File: src/rtl/pipe_stage_buf.sv
// pipe_stage_buf
//   Elastic buffer between two pipeline stages (for example decode -> execute).
//   It is a DEPTH-entry, WIDTH-bit FIFO with valid/ready handshakes on both sides.
//   It also provides:
//     - a synchronous flush for branch and jump redirects,
//     - a NOP bubble on out_data whenever the buffer is empty,
//     - a saturating stall-cycle counter.
//
// Parameters
//   WIDTH     : bits per stage beat
//   DEPTH     : number of entries; must be a power of two and >= 2
//   NOP_VALUE : value driven on out_data when the buffer is empty
//   CNT_W     : width of the stall counter
//
// Ports
//   clk, rst             : clock and asynchronous active-high reset
//   flush                : discards all contents at the next edge
//   in_valid/in_data     : upstream beat
//   in_ready             : buffer can accept a beat (registered state only)
//   out_valid/out_data   : oldest entry, or NOP_VALUE when empty
//   out_ready            : downstream consumes the beat
//   count                : current occupancy
//   stall_cnt            : saturating count of cycles with out_valid && !out_ready
module pipe_stage_buf #(
  parameter int unsigned      WIDTH     = 64,
  parameter int unsigned      DEPTH     = 2,
  parameter logic [WIDTH-1:0] NOP_VALUE = '0,
  parameter int unsigned      CNT_W     = 16
) (
  input  logic                       clk,
  input  logic                       rst,
  input  logic                       flush,
  input  logic                       in_valid,
  input  logic [WIDTH-1:0]           in_data,
  output logic                       in_ready,
  output logic                       out_valid,
  output logic [WIDTH-1:0]           out_data,
  input  logic                       out_ready,
  output logic [$clog2(DEPTH+1)-1:0] count,
  output logic [CNT_W-1:0]           stall_cnt
);

  localparam int unsigned PTR_W = $clog2(DEPTH);
  localparam int unsigned OCC_W = $clog2(DEPTH + 1);
  localparam logic [OCC_W-1:0] FULL = OCC_W'(DEPTH);

  if (DEPTH < 2 || (DEPTH & (DEPTH - 1)) != 0) begin : g_depth_check
    $error("pipe_stage_buf: DEPTH must be a power of two and >= 2");
  end

  logic [WIDTH-1:0] mem [DEPTH];
  logic [PTR_W-1:0] wr_ptr;
  logic [PTR_W-1:0] rd_ptr;
  logic             push;
  logic             pop;

  // Both handshake flags come from count alone. When the buffer is full, a
  // pop in the same cycle therefore cannot open a push slot.
  assign in_ready  = (count != FULL);
  assign out_valid = (count != '0);
  assign out_data  = out_valid ? mem[rd_ptr] : NOP_VALUE;

  assign push = in_valid && in_ready && !flush;
  assign pop  = out_valid && out_ready && !flush;

  always_ff @(posedge clk or posedge rst) begin
    if (rst) begin
      wr_ptr <= '0;
      rd_ptr <= '0;
      count  <= '0;
    end else if (flush) begin
      wr_ptr <= '0;
      rd_ptr <= '0;
      count  <= '0;
    end else begin
      if (push) wr_ptr <= wr_ptr + PTR_W'(1);
      if (pop)  rd_ptr <= rd_ptr + PTR_W'(1);
      case ({push, pop})
        2'b10:   count <= count + OCC_W'(1);
        2'b01:   count <= count - OCC_W'(1);
        default: count <= count;
      endcase
    end
  end

  // Entry storage is deliberately left unreset; out_data is masked by out_valid.
  always_ff @(posedge clk) begin
    if (push) mem[wr_ptr] <= in_data;
  end

  // Flush does not clear the stall counter. It is a perf monitor that only
  // reset clears.
  always_ff @(posedge clk or posedge rst) begin
    if (rst) begin
      stall_cnt <= '0;
    end else if (out_valid && !out_ready && !flush && stall_cnt != '1) begin
      stall_cnt <= stall_cnt + CNT_W'(1);
    end
  end

endmodule

File: config.mk
export PLATFORM = sky130hd
export DESIGN_NAME = pipe_stage_buf
export DESIGN_NICKNAME = d
export VERILOG_FILES = /design/src/rtl/pipe_stage_buf.sv
export SDC_FILE = /design/constraint.sdc
export NUM_CORES = 1
export LEC_CHECK = 0
export CAP_MARGIN = 20
export CORE_MARGIN = 2
export CORE_UTILIZATION = 40
export DETAILED_ROUTE_END_ITERATION = 10
export PLACE_DENSITY = 0.71
export RECOVER_POWER = 25
export SLEW_MARGIN = 25
export SYNTH_ARGS = -nofsm -noshare
export SYNTH_HDL_FRONTEND = slang
export SYNTH_SLANG_ARGS = --single-unit
export TNS_END_PERCENT = 30
File: constraint.sdc
create_clock -name clk -period 6.2 [get_ports clk]
set_input_delay 1.24 -clock clk [delete_from_list [all_inputs] [get_ports clk]]
set_output_delay 1.24 -clock clk [all_outputs]
set_load 0.01 [all_outputs]
Word-level counts from Yosys, hierarchy flattened
Memory sizes are Yosys's and may differ from the RTL's.
Cells that the tools add are included.
- add/subtract/negate cells: 5
- multipliers: 0
- div/mod/pow operators: 0
- order comparisons: 0
- eq/ne operators: 4
- shift operators: 0
- multiplexer cells: 9
- bitwise operators: 0
- reductions and logical operators: 13
- operator list (cell ; number):
    $mux 64 ; 1
    $add 16x1->16 const B ; 1
    $ne 16x16->1 const B ; 1
    $logic_and 1x1->1 ; 7
    $mux 1 ; 6
    $reduce_bool 2->1 ; 3
    $pmux 2 s2 ; 1
    $reduce_bool 3->1 ; 1
    $add 1x1->1 const B ; 2
    $add 2x1->2 const B ; 1
    $eq 2x1->1 const B ; 1
    $eq 2x2->1 const B ; 1
    $logic_not 1->1 ; 2
    $mux 2 ; 1
    $ne 2x2->1 const B ; 1
    $sub 2x1->2 const B ; 1
- register bits: 20
- bits in latches: 0
- RAM bits: 128
- bits in read-only memories: 0
- input port bits: 69
- output and inout bits: 84
- logic and storage cells: 36
- memories: 1
- memories (name ; words ; width ; read ports ; clocked after memory_dff ; wr ports ; line ; RTL):
    mem ; 2 ; 64 ; 1 ; 0 ; 1 ; 51 ; logic [WIDTH-1:0] mem [DEPTH];

Depth between registers and ports, before layout
Gate-level depths: netlist of run 1.
- depth after elaboration: 6
- gate-level depth with buffers: 6
- mapped depth without buffers: 6

Worst setup path after synthesis of run 1
OpenSTA, ideal clock, no wires.
- path kind: input-to-reg
- start: input in_valid
- end: memory mem[1][0], enable pin
- setup time: 578 ps
- arrival: 6029 ps
- data required time: 5622 ps
- path slack: -407 ps
- stages on the path: 2
- buffers on the path: 0
- cell sequence: nand2_1 nor3b_1
- longest elaborated chain between the ends: 4
- ends and longest elaborated chain (item ; line ; RTL):
    start: declaration ; 33 ; input logic in_valid,
    $logic_and 1x1->1 (2 in a row) ; 63 ; assign push = in_valid && in_ready && !flush;
    $mux 1 ; 88 ; if (push) mem[wr_ptr] <= in_data;
    $mux 1 (implied by the code) ; 88 ;
    end: declaration ; 51 ;
No other way between the ends.

Worst setup path in the final report of run 1
- start: register count[0]
- end: output out_data[13]
- longest elaborated chain between the ends: 2
- ends and longest elaborated chain (item ; line ; RTL):
    start: declaration ; 39 ; output logic [$clog2(DEPTH+1)-1:0] count,
    start signal: assignment ; 79 ; 2'b10: count <= count + OCC_W'(1);
    start signal: assignment ; 80 ; 2'b01: count <= count - OCC_W'(1);
    start signal: assignment ; 81 ; default: count <= count;
    $reduce_bool 2->1 ; 60 ; assign out_valid = (count != '0);
    $mux 64 ; 61 ; assign out_data = out_valid ? mem[rd_ptr] : NOP_VALUE;
    end: declaration ; 37 ; output logic [WIDTH-1:0] out_data,
No other way between the ends.

==> impl_metrics.prom, run 1 <==
# TYPE chip_impl_metric gauge
chip_impl_info{name="layout_commonest_cell",value="sky130_fd_sc_hd__edfxtp_1"} 1
chip_impl_metric{name="cap_viol_max_count",unit=""} 0
chip_impl_metric{name="mappedNetlistArea",unit="um^2"} 5770
chip_impl_metric{name="irDropWorstVdd",unit="V"} 0.000173
chip_impl_info{name="crit_path_cell_trace",value="nor2_4 > buf_4 > nor2_1 > clkdlybuf4s50_1"} 1
chip_impl_metric{name="die-width",unit="um"} 124
chip_impl_metric{name="postSynthCellCount",unit=""} 360
chip_impl_metric{name="grt_max_degree",unit=""} 65
chip_impl_info{name="status",value="completed"} 1
chip_impl_metric{name="power.static_leakage",unit="uW"} 0.00278
chip_impl_metric{name="post_dp_cell_area",unit="um^2"} 7540
chip_impl_metric{name="drt_wl_total",unit="um"} 11500
chip_impl_info{name="cp-start-kind",value="register"} 1
chip_impl_metric{name="clk_transition_reported_paths",unit="ns"} 0.06
chip_impl_metric{name="cts_hold_buffers",unit=""} 0
chip_impl_info{name="worst_setup_path_endpoint",value="out_data[13]"} 1
chip_impl_info{name="timing.rr.start",value="count[0]"} 1
chip_impl_metric{name="worstSetupPathDepth",unit=""} 4
chip_impl_info{name="crit_start",value="count[0]"} 1
chip_impl_metric{name="minimum_clock_period_after_layout",unit="ns"} 3.84
chip_impl_metric{name="half_perimeter_wire_length_after_placement",unit="um"} 7570
chip_impl_metric{name="grt.met2_usage",unit=""} 0.263
chip_impl_info{name="rsz0062_at_grt",value="false"} 1
chip_impl_metric{name="crit_fanout",unit=""} 42
chip_impl_metric{name="reported_net_switching_power",unit="uW"} 537
chip_impl_metric{name="ff2ff_path_depth",unit=""} 5
chip_impl_metric{name="clock-skew-final",unit="ns"} 0.00494
chip_impl_metric{name="htree_levels",unit=""} 4
chip_impl_metric{name="internal-power",unit="uW"} 1840
chip_impl_info{name="cts_tree",value="built"} 1
chip_impl_metric{name="post-synth-top-area-fraction",unit=""} 0.666
chip_impl_info{name="clock_tree.root_cell",value="sky130_fd_sc_hd__clkbuf_16"} 1
chip_impl_metric{name="drt-vias-per-instance",unit=""} 4.90
chip_impl_metric{name="die-area",unit="um^2"} 15400
chip_impl_metric{name="post_route_cells_drive_above_1_share",unit=""} 0.0769
chip_impl_info{name="timing.setup.critical_path_class",value="reg -> out"} 1
chip_impl_metric{name="ctsLongestPathBuffers",unit=""} 2
chip_impl_metric{name="cts.repair_timing.setup_buffer_count",unit=""} 0
chip_impl_metric{name="critical_path_required",unit="ns"} 4.96
chip_impl_metric{name="post_cts_resized",unit=""} 0
chip_impl_info{name="reg_to_reg_end",value="stall_cnt[1]"} 1
chip_impl_metric{name="max_slew_headroom",unit=""} 0.411
chip_impl_metric{name="finalWorstSetupSlack",unit="ns"} 2.36
chip_impl_metric{name="worst_path_largest_cell_delay",unit="ns"} 0.55
chip_impl_metric{name="core",unit="um^2"} 14000
chip_impl_metric{name="pwr-share-comb",unit=""} 0.127
chip_impl_metric{name="min_period_over_period",unit=""} 0.619
chip_impl_info{name="synthDominantAreaCellType",value="sky130_fd_sc_hd__edfxtp_1"} 1
chip_impl_metric{name="grt.met3_usage",unit=""} 0.0435
chip_impl_info{name="crit_family",value="buffers and inverters"} 1
chip_impl_metric{name="hold_violations",unit=""} 0
chip_impl_metric{name="area_growth",unit="%"} 39.8
chip_impl_info{name="cp-end-kind",value="output pin"} 1
chip_impl_info{name="critical_path_cell_with_the_highest_stage_delay",value="sky130_fd_sc_hd__nor2_4"} 1
chip_impl_metric{name="cp_num_buf_inv",unit=""} 2
chip_impl_metric{name="yosysUniqueCellTypes",unit=""} 31
chip_impl_metric{name="syn_nets",unit=""} 430
chip_impl_metric{name="clock_latency",unit="ns"} 0.41
chip_impl_metric{name="drv_slew",unit=""} 0
chip_impl_metric{name="initialDrtViolationCount",unit=""} 238
chip_impl_metric{name="n_antenna_cell",unit=""} 0
chip_impl_metric{name="synthesis.yosys.warnings",unit=""} 0
chip_impl_info{name="synthTopCellsByArea",value="sky130_fd_sc_hd__edfxtp_1 67%, sky130_fd_sc_hd__mux2i_1 11%, sky130_fd_sc_hd__dfrtp_1 8.7%"} 1
chip_impl_metric{name="drt_pass1_iterations",unit=""} 4
chip_impl_info{name="final_cell_mix",value="128 x sky130_fd_sc_hd__edfxtp_1, 104 x sky130_fd_sc_hd__clkdlybuf4s50_1, 69 x sky130_fd_sc_hd__nor2_1, 64 x sky130_fd_sc_hd__mux2i_1, 48 x sky130_fd_sc_hd__dlygate4sd3_1"} 1
chip_impl_metric{name="first_global_vias",unit=""} 3647
chip_impl_info{name="globalRoute.busiestLayer",value="met2"} 1
chip_impl_metric{name="dp.cells",unit=""} 683
chip_impl_metric{name="design.portCount",unit=""} 153
chip_impl_metric{name="setup_total_negative_slack",unit="ns"} 0
chip_impl_metric{name="overflow",unit=""} 0
chip_impl_metric{name="drc",unit=""} 0
chip_impl_metric{name="synth-seq-area-share",unit=""} 0.753
chip_impl_metric{name="power_per_cell_area",unit="nW/um^2"} 295
chip_impl_metric{name="placer_congestion",unit=""} 0.831
chip_impl_metric{name="rrSetupSlack",unit="ns"} 3.92
chip_impl_metric{name="grtUsageMet1",unit=""} 0.187
chip_impl_metric{name="vias",unit=""} 3497
chip_impl_metric{name="worst-endpoint-arrival",unit="ns"} 2.60
chip_impl_metric{name="effective_utilization_at_floorplan",unit=""} 0.413
chip_impl_metric{name="grt_pass1_wl",unit="um"} 18000
chip_impl_metric{name="routedWlPerCell",unit="um"} 16.2
chip_impl_metric{name="ys_ff_latch",unit=""} 148
chip_impl_metric{name="finalSetupViolations",unit=""} 0
chip_impl_metric{name="max_slew.worst_pin.slew",unit="ns"} 0.883
chip_impl_metric{name="place_worst_setup_slack",unit="ns"} 2.73
chip_impl_metric{name="avg_inst_size_synth",unit="um^2"} 16.0
chip_impl_metric{name="power.share.switching",unit=""} 0.226
chip_impl_metric{name="fp-row-count",unit=""} 43
chip_impl_metric{name="port-buffer-count",unit=""} 152
chip_impl_metric{name="antenna_violating_nets_post_route",unit=""} 0
chip_impl_metric{name="design_area",unit="um^2"} 8070
chip_impl_metric{name="finish.cell_count_without_fillers",unit=""} 713
chip_impl_metric{name="grt_antenna_before_repair",unit=""} 0
chip_impl_metric{name="finalNetCount",unit=""} 592
chip_impl_metric{name="grt.total_usage",unit=""} 0.158
chip_impl_metric{name="chipHeight",unit="um"} 124
chip_impl_metric{name="total_clock_buffers_created_by_cts",unit=""} 17
chip_impl_metric{name="power.clock.fraction",unit=""} 0.379
chip_impl_metric{name="cts_sinks",unit=""} 148
chip_impl_info{name="min-delay-path-class",value="reg -> reg"} 1
chip_impl_metric{name="power.sequential.fraction",unit=""} 0.494
chip_impl_metric{name="fmax",unit="GHz"} 0.260
layer usage:
| layer | up-vias | wire [um] |
|---|---|---|
| li1 | 1643 | - |
| met1 | 1730 | 4830 |
| met2 | 105 | 5790 |
| met3 | 19 | 640 |
| met4 | 0 | 257 |
| met5 | - | 0 |
flip-flops by register name, summed over array words and instances, names as in the netlist:
signal,cells
wr_ptr,1
rd_ptr,1
mem,128
count,2
stall_cnt,16
worst min path at each step:
stage / to / cells after the start / slack, ns / from
after detailed placement: stall_cnt[15] / 1 / 0.51 / stall_cnt[15]
after global placement: stall_cnt[4] / 1 / 0.50 / stall_cnt[4]
final: stall_cnt[15] / 1 / 0.52 / stall_cnt[15]
after global routing: stall_cnt[15] / 1 / 0.53 / stall_cnt[15]
after floorplan: wr_ptr / 2 / 0.52 / wr_ptr
after CTS: stall_cnt[10] / 1 / 0.51 / stall_cnt[10]
layout make-up:
cell class | count | area [um^2]
clock buffer | 18 | 429
tap | 180 | 225
timing repair buffer | 157 | 1580
multi-input combinational | 194 | 1380
fill | 1104 | 5920
clock inverter | 12 | 92.6
sequential | 148 | 4350
inverter | 4 | 15.0
power groups by stage:
stage          logic, uW  clock network [uW]  registers, uW
6_report             301                 901           1180
4_1_cts              313                 924           1180
3_5_place_dp         312                   0           1200
5_1_grt              327                 965           1180
2_1_floorplan        135                   0           1190
3_3_place_gp         294                   0           1200
cells in the mapped netlist (all sizes together):
cell,number
or3,1
nand2b,2
nor3b,3
xnor2,12
inv,4
and2b,1
and4,1
or4,1
ha,1
nand2,7
xor2,5
a211oi,2
dfrtp,20
nor2b,1
and3,2
buf,9
nand3,9
a21oi,3
mux2,1
mux2i,64
nor3,2
edfxtp,128
nor2,70
a31oi,1
a2111oi,1
clkbuf,5
nand4,4
cells by family after synthesis:
family	Yosys count	share of synthesized area
fa+ha+maj	1	0.00217
mux	65	0.113
xor+xnor	17	0.0258
flops	148	0.753
compound gates	7	0.0117
simple gates	104	0.0819
buf+inv	18	0.0128
metrics by stage:
stage,power (uW),hold slack [ns],util
after floorplan,1330,0.518,-
final,2380,0.516,0.577
after CTS,2410,0.515,0.577
after global placement,1500,0.499,0.537
after global routing,2470,0.532,0.577
after detailed placement,1510,0.505,0.539
Note: power is estimated with default switching activity, not from simulation.
==> run 2: changes to the inputs <==
--- a/config.mk
+++ b/config.mk
@@ -9,7 +9,7 @@
 export CORE_MARGIN = 2
 export CORE_UTILIZATION = 40
 export DETAILED_ROUTE_END_ITERATION = 10
-export PLACE_DENSITY = 0.71
+export PLACE_DENSITY = 0.68
 export RECOVER_POWER = 25
 export SLEW_MARGIN = 25
 export SYNTH_ARGS = -nofsm -noshare
==> constraint.sdc (replaced) <==
create_clock -name clk -period 3.9 [get_ports clk]
set_input_delay 0.78 -clock clk [delete_from_list [all_inputs] [get_ports clk]]
set_output_delay 0.78 -clock clk [all_outputs]
set_load 0.01 [all_outputs]
==> run 2 against run 1 <==
Compared with the run above: critical path depth did not move; die area did not move; clock skew increased by 0.0016 ns; sequential share of layout area fell by 0.72 points; non-clock buffer count grew 1; clock power increased by 86%; clock-buffer cell count is 2 higher; first-iteration DRC count decreased by 26%; final cell count rose by 0.56%; wire length rose by 0.71%; combinational power grew 61%; worst setup slack worse by 1.6 ns; critical endpoint is now out_data[63]; largest power group unchanged.
==> impl_metrics.prom, run 2 (synthesis gave the netlist of run 1 again) <==
# TYPE chip_impl_metric gauge
chip_impl_info{name="min-delay-path-class",value="reg -> reg"} 1
chip_impl_info{name="rsz0062_at_grt",value="false"} 1
chip_impl_metric{name="core",unit="um^2"} 14000
chip_impl_metric{name="finalNetCount",unit=""} 593
chip_impl_metric{name="initialDrtViolationCount",unit=""} 176
chip_impl_metric{name="port-buffer-count",unit=""} 152
chip_impl_info{name="cp-start-kind",value="register"} 1
chip_impl_metric{name="ctsLongestPathBuffers",unit=""} 2
chip_impl_metric{name="cts_sinks",unit=""} 148
chip_impl_metric{name="max_slew_headroom",unit=""} 0.477
chip_impl_metric{name="max_slew.worst_pin.slew",unit="ns"} 0.784
chip_impl_metric{name="flip_flop_count_of_the_largest_register_all_copies_and_words_added",unit=""} 128
chip_impl_metric{name="power_per_cell_area",unit="nW/um^2"} 493
chip_impl_metric{name="crit_fanout",unit=""} 42
chip_impl_metric{name="drc",unit=""} 0
chip_impl_metric{name="clock_latency",unit="ns"} 0.42
chip_impl_metric{name="effective_utilization_at_floorplan",unit=""} 0.413
chip_impl_metric{name="grt_antenna_before_repair",unit=""} 1
chip_impl_metric{name="antenna_violating_nets_post_route",unit=""} 0
chip_impl_metric{name="chipHeight",unit="um"} 124
chip_impl_metric{name="die-area",unit="um^2"} 15400
chip_impl_metric{name="finalSetupViolations",unit=""} 0
chip_impl_metric{name="min_period_over_period",unit=""} 0.813
chip_impl_info{name="reg_top3",value="mem x128, stall_cnt x16, count x2"} 1
chip_impl_metric{name="clk_transition_reported_paths",unit="ns"} 0.06
chip_impl_metric{name="cts.repair_timing.setup_buffer_count",unit=""} 0
chip_impl_info{name="crit_start",value="count[0]"} 1
chip_impl_info{name="timing.setup.critical_path_class",value="reg -> out"} 1
chip_impl_metric{name="drv_slew",unit=""} 0
chip_impl_metric{name="cts_hold_buffers",unit=""} 0
chip_impl_metric{name="drt_pass1_iterations",unit=""} 4
chip_impl_metric{name="total_clock_buffers_created_by_cts",unit=""} 17
chip_impl_metric{name="hold_violations",unit=""} 0
chip_impl_metric{name="critical_path_required",unit="ns"} 3.12
chip_impl_metric{name="fp-row-count",unit=""} 43
chip_impl_metric{name="cap_viol_max_count",unit=""} 0
chip_impl_metric{name="rrSetupSlack",unit="ns"} 1.80
chip_impl_metric{name="vias",unit=""} 3481
chip_impl_info{name="clock_tree.root_cell",value="sky130_fd_sc_hd__clkbuf_16"} 1
chip_impl_metric{name="htree_levels",unit=""} 4
chip_impl_info{name="final_cell_mix",value="128 x sky130_fd_sc_hd__edfxtp_1, 104 x sky130_fd_sc_hd__clkdlybuf4s50_1, 69 x sky130_fd_sc_hd__nor2_1, 64 x sky130_fd_sc_hd__mux2i_1, 48 x sky130_fd_sc_hd__dlygate4sd3_1"} 1
chip_impl_info{name="worst_setup_path_endpoint",value="out_data[63]"} 1
chip_impl_metric{name="grt_max_degree",unit=""} 43
chip_impl_metric{name="fillerInstances",unit=""} 1102
chip_impl_metric{name="post_cts_resized",unit=""} 0
chip_impl_metric{name="irDropWorstVdd",unit="V"} 0.000264
chip_impl_metric{name="worst-endpoint-arrival",unit="ns"} 2.39
chip_impl_metric{name="post_route_cells_drive_above_1_share",unit=""} 0.0821
chip_impl_metric{name="half_perimeter_wire_length_after_placement",unit="um"} 7620
chip_impl_metric{name="minimum_clock_period_after_layout",unit="ns"} 3.17
chip_impl_info{name="cts_tree",value="built"} 1
chip_impl_metric{name="fmax",unit="GHz"} 0.315
chip_impl_metric{name="placer_congestion",unit=""} 0.782
chip_impl_metric{name="overflow",unit=""} 0
chip_impl_metric{name="grt.total_usage",unit=""} 0.158
chip_impl_metric{name="ff2ff_path_depth",unit=""} 5
chip_impl_info{name="layout_commonest_cell",value="sky130_fd_sc_hd__edfxtp_1"} 1
chip_impl_info{name="reg_to_reg_end",value="stall_cnt[1]"} 1
chip_impl_metric{name="setup_total_negative_slack",unit="ns"} 0
chip_impl_metric{name="grt_pass1_wl",unit="um"} 17900
chip_impl_info{name="regMostFlops",value="mem"} 1
chip_impl_metric{name="drt-vias-per-instance",unit=""} 4.85
chip_impl_metric{name="first_global_vias",unit=""} 3518
chip_impl_metric{name="area_growth",unit="%"} 41.6
chip_impl_metric{name="drt_wl_total",unit="um"} 11600
chip_impl_info{name="timing.rr.start",value="stall_cnt[0]"} 1
chip_impl_metric{name="total_power",unit="uW"} 4030
chip_impl_metric{name="routedWlPerCell",unit="um"} 16.2
chip_impl_info{name="status",value="completed"} 1
chip_impl_metric{name="design.portCount",unit=""} 153
chip_impl_metric{name="clock-skew-final",unit="ns"} 0.00657
chip_impl_metric{name="die-width",unit="um"} 124
chip_impl_metric{name="power.static_leakage",unit="uW"} 0.00283
chip_impl_info{name="cp-end-kind",value="output pin"} 1
-- run 2: cell types whose count changed in the layout (fill, tap and decap cells not counted), moves of 2 or more --
cell / before / now
sky130_fd_sc_hd__clkinv_2: 4 / 1
sky130_fd_sc_hd__clkinv_1: 3 / 1
sky130_fd_sc_hd__clkbuf_1: 1 / 3
sky130_fd_sc_hd__inv_6: 0 / 2
sky130_fd_sc_hd__bufinv_16: 1 / 4
sky130_fd_sc_hd__buf_12: 0 / 2
-- run 2: worst max-delay path, stage by stage (launching register included) --
cell,delay (ns)
sky130_fd_sc_hd__dfrtp_1,0.46
sky130_fd_sc_hd__nor2_4,0.59
sky130_fd_sc_hd__buf_12,0.30
sky130_fd_sc_hd__nor2_1,0.08
sky130_fd_sc_hd__clkdlybuf4s50_1,0.51
-- run 2: routing by layer --
layer | wire length [um] | track usage
met5 | 0 | 0
met4 | 243 | 0.0885
met3 | 624 | 0.0408
met2 | 5690 | 0.253
met1 | 5050 | 0.195
-- run 2: metrics by stage --
step | std cells | hold slack (ns) | utilization | area (um^2) | setup WS [ns]
after global routing | 717 | 0.534 | 0.584 | 8180 | 0.601
after CTS | 716 | 0.505 | 0.584 | 8170 | 0.676
after global placement | 684 | 0.488 | 0.540 | 7560 | 1.18
after detailed placement | 684 | 0.491 | 0.540 | 7560 | 1.14
after floorplan | 360 | 0.518 | - | 5780 | -1.91
final | 717 | 0.505 | 0.584 | 8180 | 0.730
-- run 2: layout make-up --
cell class / count / area (um^2) / area share
diodes: 1 / 2.50 / 0.000306
clock buffers: 20 / 437 / 0.0534
clock inverters: 12 / 179 / 0.0219
inverters: 4 / 15.0 / 0.00184
multi-input cells: 194 / 1380 / 0.169
flip-flops and latches: 148 / 4350 / 0.532
well taps: 180 / 225 / 0.0275
repair buffers: 158 / 1590 / 0.195
-- run 2: worst min path at each step --
| stage | from | to | slack (ns) | cells after the start |
|---|---|---|---|---|
| finish | stall_cnt[7] | stall_cnt[7] | 0.50 | 1 |
| global route | stall_cnt[15] | stall_cnt[15] | 0.53 | 1 |
| CTS | stall_cnt[7] | stall_cnt[7] | 0.51 | 1 |
| detailed placement | stall_cnt[7] | stall_cnt[7] | 0.49 | 1 |
| global placement | stall_cnt[7] | stall_cnt[7] | 0.49 | 1 |
| floorplan | wr_ptr | wr_ptr | 0.52 | 2 |
-- run 2: power by group --
part           internal, uW  switching, uW  total, uW
sequential             1810           57.9       1870
clock                  1070            610       1680
combinational           264            221        485
==> run 3: changes to the inputs <==
==> constraint.sdc (replaced) <==
create_clock -name clk -period 3.3 [get_ports clk]
set_input_delay 0.66 -clock clk [delete_from_list [all_inputs] [get_ports clk]]
set_output_delay 0.66 -clock clk [all_outputs]
set_load 0.01 [all_outputs]
==> run 3 against run 2 <==
Compared with the run above: combinational power grew 19%; hold slack lost 0.0015 ns; critical path type unchanged; highest routed layer unchanged; clock power is essentially flat; clock skew grew 0.0010 ns.
==> impl_metrics.prom, run 3 (synthesis gave the netlist of run 1 again) <==
# TYPE chip_impl_metric gauge
chip_impl_info{name="status",value="completed"} 1
chip_impl_metric{name="grt_pass1_wl",unit="um"} 18000
chip_impl_metric{name="chipHeight",unit="um"} 124
chip_impl_info{name="reg_to_reg_end",value="stall_cnt[1]"} 1
chip_impl_metric{name="drt_pass1_iterations",unit=""} 4
chip_impl_metric{name="worst-endpoint-arrival",unit="ns"} 2.43
chip_impl_metric{name="fmax",unit="GHz"} 0.324
chip_impl_metric{name="initialDrtViolationCount",unit=""} 191
chip_impl_metric{name="half_perimeter_wire_length_after_placement",unit="um"} 7870
chip_impl_metric{name="rrSetupSlack",unit="ns"} 1.24
chip_impl_metric{name="total_power",unit="uW"} 4430
chip_impl_info{name="final_cell_mix",value="128 x sky130_fd_sc_hd__edfxtp_1, 104 x sky130_fd_sc_hd__clkdlybuf4s50_1, 69 x sky130_fd_sc_hd__nor2_1, 64 x sky130_fd_sc_hd__mux2i_1, 48 x sky130_fd_sc_hd__dlygate4sd3_1"} 1
chip_impl_metric{name="first_global_vias",unit=""} 3644
chip_impl_metric{name="design.portCount",unit=""} 153
chip_impl_metric{name="power.clock.fraction",unit=""} 0.372
chip_impl_metric{name="finish.cell_count_without_fillers",unit=""} 721
chip_impl_metric{name="cap_viol_max_count",unit=""} 0
chip_impl_metric{name="cts_sinks",unit=""} 148
chip_impl_metric{name="routedWlPerCell",unit="um"} 16.2
chip_impl_metric{name="power_per_cell_area",unit="nW/um^2"} 548
chip_impl_metric{name="clk_transition_reported_paths",unit="ns"} 0.06
chip_impl_info{name="crit_start",value="count[0]"} 1
chip_impl_metric{name="min_delay_path_depth",unit=""} 1
chip_impl_metric{name="max_slew_headroom",unit=""} 0.491
chip_impl_metric{name="fillerInstances",unit=""} 1123
chip_impl_metric{name="drv_slew",unit=""} 0
chip_impl_metric{name="total_clock_buffers_created_by_cts",unit=""} 17
chip_impl_metric{name="max_slew.worst_pin.slew",unit="ns"} 0.763
chip_impl_info{name="clock_tree.root_cell",value="sky130_fd_sc_hd__clkbuf_16"} 1
chip_impl_metric{name="dp.cells",unit=""} 687
chip_impl_info{name="reg_top3",value="mem x128, stall_cnt x16, count x2"} 1
chip_impl_metric{name="grt_max_degree",unit=""} 34
chip_impl_metric{name="ff2ff_path_depth",unit=""} 5
chip_impl_metric{name="post_route_cells_drive_above_1_share",unit=""} 0.0798
chip_impl_metric{name="htree_levels",unit=""} 4
chip_impl_metric{name="vias",unit=""} 3519
chip_impl_info{name="timing.setup.critical_path_class",value="reg -> out"} 1
chip_impl_metric{name="ctsLongestPathBuffers",unit=""} 2
chip_impl_metric{name="finalNetCount",unit=""} 596
chip_impl_metric{name="port-buffer-count",unit=""} 152
chip_impl_metric{name="cts_hold_buffers",unit=""} 0
chip_impl_info{name="cp-start-kind",value="register"} 1
chip_impl_metric{name="irDropWorstVdd",unit="V"} 0.000312
chip_impl_metric{name="reported_net_switching_power",unit="uW"} 986
chip_impl_metric{name="crit_fanout",unit=""} 27
chip_impl_metric{name="power.static_leakage",unit="uW"} 0.00280
chip_impl_metric{name="pwr-share-comb",unit=""} 0.130
chip_impl_metric{name="overflow",unit=""} 0
chip_impl_metric{name="drt-vias-per-instance",unit=""} 4.88
chip_impl_metric{name="cts.repair_timing.setup_buffer_count",unit=""} 0
chip_impl_metric{name="drc",unit=""} 0
chip_impl_info{name="layout_commonest_cell",value="sky130_fd_sc_hd__edfxtp_1"} 1
chip_impl_metric{name="effective_utilization_at_floorplan",unit=""} 0.413
chip_impl_metric{name="minimum_clock_period_after_layout",unit="ns"} 3.09
chip_impl_metric{name="flip_flop_count_of_the_largest_register_all_copies_and_words_added",unit=""} 128
chip_impl_metric{name="power.share.switching",unit=""} 0.223
chip_impl_info{name="rsz0062_at_grt",value="false"} 1
chip_impl_metric{name="place_worst_setup_slack",unit="ns"} 0.589
chip_impl_metric{name="power.sequential.fraction",unit=""} 0.498
chip_impl_metric{name="die-area",unit="um^2"} 15400
chip_impl_metric{name="finalWorstSetupSlack",unit="ns"} 0.213
chip_impl_metric{name="die-width",unit="um"} 124
chip_impl_metric{name="antenna_violating_nets_post_route",unit=""} 0
chip_impl_metric{name="drt_wl_total",unit="um"} 11700
chip_impl_metric{name="fraction_of_the_core_area_covered_by_cells_at_the_end_of_the_flow",unit=""} 0.578
chip_impl_info{name="cp-end-kind",value="output pin"} 1
chip_impl_metric{name="post_cts_resized",unit=""} 0
chip_impl_metric{name="internal-power",unit="uW"} 3440
chip_impl_metric{name="fp-row-count",unit=""} 43
chip_impl_metric{name="finalSetupViolations",unit=""} 0
chip_impl_metric{name="area_growth",unit="%"} 40.1
chip_impl_info{name="min-delay-path-class",value="reg -> reg"} 1
chip_impl_metric{name="min_period_over_period",unit=""} 0.936
chip_impl_metric{name="critical_path_required",unit="ns"} 2.64
chip_impl_info{name="timing.rr.start",value="stall_cnt[0]"} 1
chip_impl_metric{name="grt.total_usage",unit=""} 0.159
chip_impl_metric{name="core",unit="um^2"} 14000
chip_impl_info{name="regMostFlops",value="mem"} 1
chip_impl_metric{name="hold_violations",unit=""} 0
chip_impl_metric{name="clock_latency",unit="ns"} 0.41
chip_impl_metric{name="setup_total_negative_slack",unit="ns"} 0
chip_impl_info{name="cts_tree",value="built"} 1
chip_impl_metric{name="placer_congestion",unit=""} 0.779
chip_impl_metric{name="clock-skew-final",unit="ns"} 0.00761
chip_impl_info{name="holdCritStartpoint",value="stall_cnt[10]"} 1
chip_impl_info{name="hold-path-endpoint",value="stall_cnt[10]"} 1
chip_impl_metric{name="grt_antenna_before_repair",unit=""} 2
run 3: cell types whose count changed in the layout (fill, tap and decap cells not counted), moves of 4 or more:
cell	previous run	this run
sky130_fd_sc_hd__buf_4	4	8
sky130_fd_sc_hd__bufinv_16	4	0
sky130_fd_sc_hd__clkbuf_1	3	7
sky130_fd_sc_hd__clkinv_2	1	5
run 3: how the worst max path moves through the flow:
| stage | end | depth (start not counted) |
|---|---|---|
| floorplan | mem[0][0] | 3 |
| CTS | out_data[14] | 4 |
| detailed placement | out_data[14] | 4 |
| global placement | out_data[14] | 4 |
| finish | out_data[14] | 4 |
| global route | out_data[63] | 4 |
run 3: per-layer routing:
layer / wire length [um] / GRT usage
met5: 0 / 0
met1: 4890 / 0.188
met4: 296 / 0.0864
met2: 5660 / 0.258
met3: 867 / 0.0531
run 3: area by class of cell:
class                           instances  area (um^2)  area share
Inverter                                4         15.0     0.00186
Antenna cell                            2         5.00    0.000619
Multi-Input combinational cell        194         1380       0.171
Sequential cell                       148         4350       0.538
Tap cell                              180          225      0.0279
Clock buffer                           26          479      0.0593
Clock inverter                          6         28.8     0.00356
Timing Repair Buffer                  161         1600       0.198
run 3: power groups by stage:
stage | combinational (uW) | clock, uW | sequential (uW)
6_report | 575 | 1650 | 2210
3_3_place_gp | 584 | 0 | 2240
4_1_cts | 598 | 1690 | 2210
5_1_grt | 628 | 1770 | 2220
2_1_floorplan | 255 | 0 | 2230
3_5_place_dp | 595 | 0 | 2240
run 3: worst max-delay path: stages, from the launching register on:
cell and delay, ns:
sky130_fd_sc_hd__dfrtp_1 0.46, sky130_fd_sc_hd__nor2_4 0.59, sky130_fd_sc_hd__buf_4 0.38, sky130_fd_sc_hd__nor2_1 0.10, sky130_fd_sc_hd__clkdlybuf4s50_1 0.49
run 3: through the flow:
step           cell area (um^2)  hold slack [ns]
2_1_floorplan              5790            0.526
3_3_place_gp               7570            0.495
3_5_place_dp               7570            0.490
4_1_cts                    8080            0.503
5_1_grt                    8090            0.537
6_report                   8090            0.503
